[src/rtl/fetch_stage.sv]
// Instruction fetch stage: one request in flight, one instruction buffered for decode.
// Redirects arriving mid-request are parked until the outstanding response drains.
package fetch_pkg;
  typedef struct packed {
    logic [63:0] pc;
    logic [31:0] raw_instr;
    logic        valid;
  } fetch_data_t;
endpackage

module fetch_stage
  import fetch_pkg::*;
#(
  parameter logic [63:0] PC_RESET = 64'h8000_0000
) (
  input  logic        clk,
  input  logic        reset,
  output logic        ireq_valid,
  output logic [63:0] ireq_addr,
  input  logic        iresp_data_ok,
  input  logic [31:0] iresp_data,
  input  logic        stall,
  input  logic        redirect_valid,
  input  logic [63:0] redirect_pc,
  output fetch_data_t dataF
);

  localparam logic [0:0] S_REQ  = 1'b0;
  localparam logic [0:0] S_HOLD = 1'b1;

  logic [0:0]  state_q, state_d;
  logic [63:0] pc_q, pc_d;
  logic [31:0] buf_q, buf_d;
  logic        drop_q, drop_d;
  logic [63:0] pend_q, pend_d;
  logic [63:0] rpc_al;

  assign rpc_al = redirect_pc & ~64'h3;

  always_comb begin
    state_d = state_q;
    pc_d    = pc_q;
    buf_d   = buf_q;
    drop_d  = drop_q;
    pend_d  = pend_q;
    case (state_q)
      S_REQ: begin
        // pc only moves when the response lands, keeping ireq_addr stable
        if (iresp_data_ok) begin
          drop_d = 1'b0;
          if (redirect_valid) begin
            pc_d = rpc_al;
          end else if (drop_q) begin
            pc_d = pend_q;
          end else begin
            buf_d   = iresp_data;
            state_d = S_HOLD;
          end
        end else if (redirect_valid) begin
          drop_d = 1'b1;
          pend_d = rpc_al;
        end
      end
      default: begin
        if (redirect_valid) begin
          pc_d    = rpc_al;
          state_d = S_REQ;
        end else if (!stall) begin
          pc_d    = pc_q + 64'd4;
          state_d = S_REQ;
        end
      end
    endcase
  end

  always_ff @(posedge clk) begin
    if (reset) begin
      state_q <= S_REQ;
      pc_q    <= PC_RESET;
      buf_q   <= '0;
      drop_q  <= 1'b0;
      pend_q  <= '0;
    end else begin
      state_q <= state_d;
      pc_q    <= pc_d;
      buf_q   <= buf_d;
      drop_q  <= drop_d;
      pend_q  <= pend_d;
    end
  end

  assign ireq_valid      = (state_q == S_REQ) && !reset;
  assign ireq_addr       = pc_q;
  assign dataF.pc        = pc_q;
  assign dataF.raw_instr = buf_q;
  assign dataF.valid     = (state_q == S_HOLD) && !reset;

endmodule

[config.mk]
export PLATFORM = sky130hd
export DESIGN_NAME = fetch_stage
export DESIGN_NICKNAME = d
export VERILOG_FILES = /design/src/rtl/fetch_stage.sv
export SDC_FILE = /design/constraint.sdc
export NUM_CORES = 1
export LEC_CHECK = 0
export BUFFER_PORTS_ARGS = -buffer_cell sky130_fd_sc_hd__buf_4
export CORE_ASPECT_RATIO = 0.8
export CORE_MARGIN = 3
export CORE_UTILIZATION = 40
export CTS_CLUSTER_DIAMETER = 120
export DETAILED_ROUTE_END_ITERATION = 16
export PLACE_DENSITY_LB_ADDON = 0.2
export SLEW_MARGIN = 5
export SYNTH_ARGS = -nofsm -noshare
export SYNTH_HDL_FRONTEND = slang
export SYNTH_SLANG_ARGS = --single-unit
[constraint.sdc]
create_clock -name clk -period 4.3 [get_ports clk]
set_input_delay 0.43 -clock clk [delete_from_list [all_inputs] [get_ports clk]]
set_output_delay 0.43 -clock clk [all_outputs]
set_load 0.05 [all_outputs]
==> Word-level counts from Yosys, hierarchy flattened <==
Index checks and enable logic that the tools add are counted.
{ "word_totals": {"output_inout_bits": 162, "register_bits": 160} }
{ "classes": {"n_bitwise": 4, "mux": 14, "n_eq_ne": 1, "add_sub_neg": 1, "reduce_logical": 10} }
{ "op_table": {"columns": ["cell", "n"], "rows": [
  ["64-bit 2-to-1 mux", 6],
  ["64-bit by 3-bit adder with 64-bit output, second input constant", 1],
  ["1-bit 2-to-1 mux", 8],
  ["3-bit AND reduction", 2],
  ["1-bit inverter", 4],
  ["4-bit AND reduction", 1],
  ["2-bit nonzero test", 2],
  ["3-bit != test, second input constant", 1],
  ["3-bit nonzero test", 1],
  ["1-bit logical AND", 2],
  ["2-bit AND reduction", 1],
  ["1-bit logical NOT", 1]
]} }

==> Depth between registers and ports, before layout <==
{ "depth": {"ltp_word": 4, "depth_mapped": 9, "depth_no_buf": 7} }

==> Worst setup path after synthesis <==
OpenSTA, ideal clock, no wires.
{ "synth_path": {"kind": "reg2reg", "from": "register pc_q[11] (netlist: ireq_addr[11])", "to": "register pc_q[59] (netlist: ireq_addr[59])", "arrival_ps": 2885, "setup_ps": 74, "required_ps": 4226, "period_less_slack_ps": 2959, "stages_incl_launch_ff": 9, "path_slack_ps": 1341, "path_cell_list": "dfxtp_1 -> nand3_2 -> or4_4 -> buf_6 -> nor4_4 -> buf_6 -> nand4_2 -> or4_1 -> a31oi_1"} }
{ "synth_between": {"elab_chain_cells": 4} }
{ "synth_lines": {"columns": ["element", "line", "rtl"], "rows": [
  ["start: declaration", "32", "logic [63:0] pc_q, pc_d;"],
  ["start signal: assignment", "85", "pc_q <= pc_d;"],
  ["64-bit by 3-bit adder with 64-bit output", "69", "pc_d = pc_q + 64'd4;"],
  ["64-bit 2-to-1 mux", "68", "end else if (!stall) begin"],
  ["64-bit 2-to-1 mux", "65", "if (redirect_valid) begin"],
  ["64-bit 2-to-1 mux", "46", "case (state_q)"]
]} }
No other way between the ends. The select of a mux whose other input is x is not followed.
A chain may end at the register's enable or synchronous reset.

==> results.py <==
metrics = {
    "global_route": {
        "grt_max_degree": 70,
        "grt_usage_pct": 24.45,
        "antenna_found_initial": 2,
        "overflow": 0,
        "grt_pass1_vias": 8217,
        "grt_first_pass_wirelength_um": 45240,
    },
    "sta": {
        "worstMarginPinSlew_ps": 1172,
        "fin_skew_ps": 11.51,
        "max_slew_margin_pct": 21.11,
        "fin_crit_ps": 3280,
        "finalCritPeriodShare_pct": 76.28,
        "rsz0062_at_grt": "no",
        "setup_tns_ps": 0,
        "finalSetupViolCount": 0,
        "final-hold-violation-count": 0,
        "slew_violations": 0,
        "timing.fmax_mhz": 304.9,
    },
    "yosys": {
        "netlist_area_um2": 8543,
        "synth_seq_cells": 158,
        "synth_edf_count": 0,
        "synthTopCellsByArea": "dfxtp_1, nand2_1, a21oi_1",
        "synth.avg_cell_area_um2": 7.308,
        "async_flop_share_pct": 0,
        "synthCells": 1169,
        "synth_top_area_cell": "dfxtp_1",
        "synth_top_cell_area_share_pct": 37.02,
        "ys_seq_area_share_pct": 37.02,
        "synth_cell_types": 68,
        "synthFlopType": "dfxtp_1",
        "yosysWarnings": 0,
    },
    "route": {
        "wl_per_cell_um": 18.49,
        "num_vias": 9131,
        "drcViolationCount": 0,
        "viasPerCell": 5.736,
        "wl_um": 29440,
        "ant_nets": 0,
        "drtPass1Iterations": 8,
        "drt_iter0_drc": 954,
    },
    "setup_path": {
        "cp.required_ps": 3870,
        "worstPathArrival_ps": 2850,
        "startpoint_type": "flip-flop",
        "worstPathMaxFanout": 39,
        "worstSetupPathType": "flip-flop to primary output",
        "end_kind": "primary output",
    },
    "cts": {
        "clock_latency_ps": 430,
        "root_buffer": "clkbuf_16",
        "path_clk_slew_ps": 70,
        "numClockSinks": 158,
        "cts_buffers": 17,
        "cts_buffer_depth": 2,
        "ctsResizeCount": 0,
        "cts_tree": "built",
        "ctsHoldBuffers": 0,
        "htree_levels": 4,
        "cts_setup_buffers": 0,
    },
    "place": {
        "place_inst": 1560,
        "gp_congestion": 0.8974,
        "post_dp_cell_area_um2": 10140,
        "hpwlAfterDp_um": 20010,
        "port_buffers": 256,
    },
    "floorplanning": {
        "core-area_um2": 20820,
        "die_area_um2": 23160,
        "initial_core_util_pct": 41.04,
        "dieHeight_um": 136.7,
        "io_pins": 263,
        "rows": 47,
        "die_w_um": 169.4,
    },
    "power": {
        "p_int_uw": 2601,
        "powerDensity_nw_per_um2": 374.3,
        "p_leak_uw": 0.004246,
        "clock_power_share_pct": 35.7,
        "ir_worst_vdd_mv": 0.2268,
        "finalPower_uw": 4002,
        "switchingPower_uw": 1401,
        "p_sw_share_pct": 35.01,
        "p_comb_share_pct": 23.0,
        "pwr-share-seq_pct": 41.2,
    },
    "outcome": {
        "status": "completed",
    },
    "flow_run": {
        "cap_viol_max_count": 0,
    },
    "layout": {
        "final_area_um2": 10690,
        "fin_nets": 1412,
        "area_growth_pct": 25.18,
        "drive_above_1_share_pct": 24.57,
        "num-fill-cells": 2104,
        "postLayoutCoreUtil_pct": 51.37,
        "finalNonFillerCells": 1592,
        "num_antenna_cells": 0,
    },
    "min_path": {
        "worstHoldPathType": "primary input to flip-flop",
    },
}
[worst max-delay path, stage by stage (launching register included)]
cell and delay, ps:
dfxtp_2 730, buf_4 510, inv_1 490, buf_4 340, nor2_1 110, buf_4 210
[final timing paths]
path,startpoint,depth (start not counted),slack [ps],to
max reg2reg,ireq_addr[4]$_SDFFE_PP0P_,6,1110,ireq_addr[53]$_SDFFE_PP0P_
min,iresp_data[13],3,240,buf_q[13]$_SDFFE_PP0P_
min reg2reg,pend_q[48]$_SDFFE_PP0P_,2,450,pend_q[48]$_SDFFE_PP0P_
max,state_q$_SDFF_PP0_,5,1020,dataF[0]
[layout by cell type, fill, tap and decap left out, types with 5 or more instances in the layout]
| master | count |
|---|---|
| buf_4 | 276 |
| nand2_1 | 246 |
| a21oi_1 | 167 |
| dfxtp_1 | 157 |
| nor2_1 | 74 |
| and3_1 | 42 |
| nand3_1 | 34 |
| o21ai_0 | 33 |
| a211oi_1 | 32 |
| nor3_1 | 30 |
| clkbuf_16 | 17 |
| nor4_1 | 15 |
| nand4_1 | 15 |
| a31oi_1 | 15 |
| and4_1 | 9 |
| a311oi_1 | 8 |
| or4_1 | 7 |
| inv_1 | 7 |
| o22ai_1 | 7 |
| nand2b_1 | 6 |
| o211ai_1 | 6 |
| o31ai_1 | 6 |
| clkinv_4 | 6 |
| or3_1 | 5 |
| a21o_1 | 5 |
| mux2i_1 | 5 |
[metrics by stage]
step	hold slack (ps)	worst slack [ps]
2_1_floorplan	431.9	1341
3_3_place_gp	437.3	1272
3_5_place_dp	442.8	1218
4_1_cts	227.0	1058
5_1_grt	237.8	896.4
6_report	239.1	1020
[cells in the mapped netlist (5+ instances only)]
cell	n
nand2_1	246
dfxtp_1	158
nor2_1	74
o21ai_0	33
inv_1	7
nand2b_1	6
mux2i_1	5
a31oi_1	15
nand3_1	34
or3_1	6
nor4_1	15
clkbuf_1	81
and3_1	42
buf_4	66
a311oi_1	8
o31ai_1	6
o22ai_1	7
a21oi_1	167
nor3_1	32
a21o_1	5
or4_1	7
buf_1	7
o211ai_1	6
nand4_1	15
a211oi_1	32
and4_1	9
[layer usage]
| layer | vias up | share of wire, % | track usage, % | wire (um) |
|---|---|---|---|---|
| met5 | - | 0.11 | 0 | 32 |
| met4 | 4 | 1.0 | 5.858 | 309 |
| met3 | 29 | 9.9 | 7.248 | 2918 |
| met2 | 401 | 44 | 37.21 | 12900 |
| met1 | 4315 | 45 | 34.18 | 13280 |
| li1 | 4382 | - | - | - |
[flip-flops by register name, indices dropped and copies added, names as in the netlist]
name	flops
ireq_addr	62
pend_q	62
buf_q	32
drop_q	1
state_q	1
[cells by family after synthesis]
| logic type | Yosys count | share of synthesized area [%] |
|---|---|---|
| other | 1 | 0.04389 |
| muxes | 7 | 0.8494 |
| xor gates and xnor gates | 8 | 0.8201 |
| AOI/OAI and AO/OA | 325 | 23.32 |
| buffers and inverters | 165 | 10.34 |
| DFF | 158 | 37.02 |
| and+or+nand+nor | 504 | 27.46 |
| adders and majority gates | 1 | 0.1464 |
[power by group through the flow]
stage	registers (uW)	clock network, uW	logic, uW
after floorplan	1830	0	489
after global placement	1680	0	913
after detailed placement	1680	0	920
after CTS	1650	1450	921
after global routing	1670	1520	978
final	1650	1430	921
[area by class of cell]
class,instances,area (um2),area share (%)
Multi-Input combinational cell,849,4539,42.45
Sequential cell,158,3164,29.59
Timing Repair Buffer,276,2072,19.38
Clock buffer,19,442.9,4.142
Tap cell,269,336.6,3.147
Clock inverter,13,108.9,1.018
Inverter,8,30.03,0.2808
Note: power is estimated with default switching activity, not from simulation.
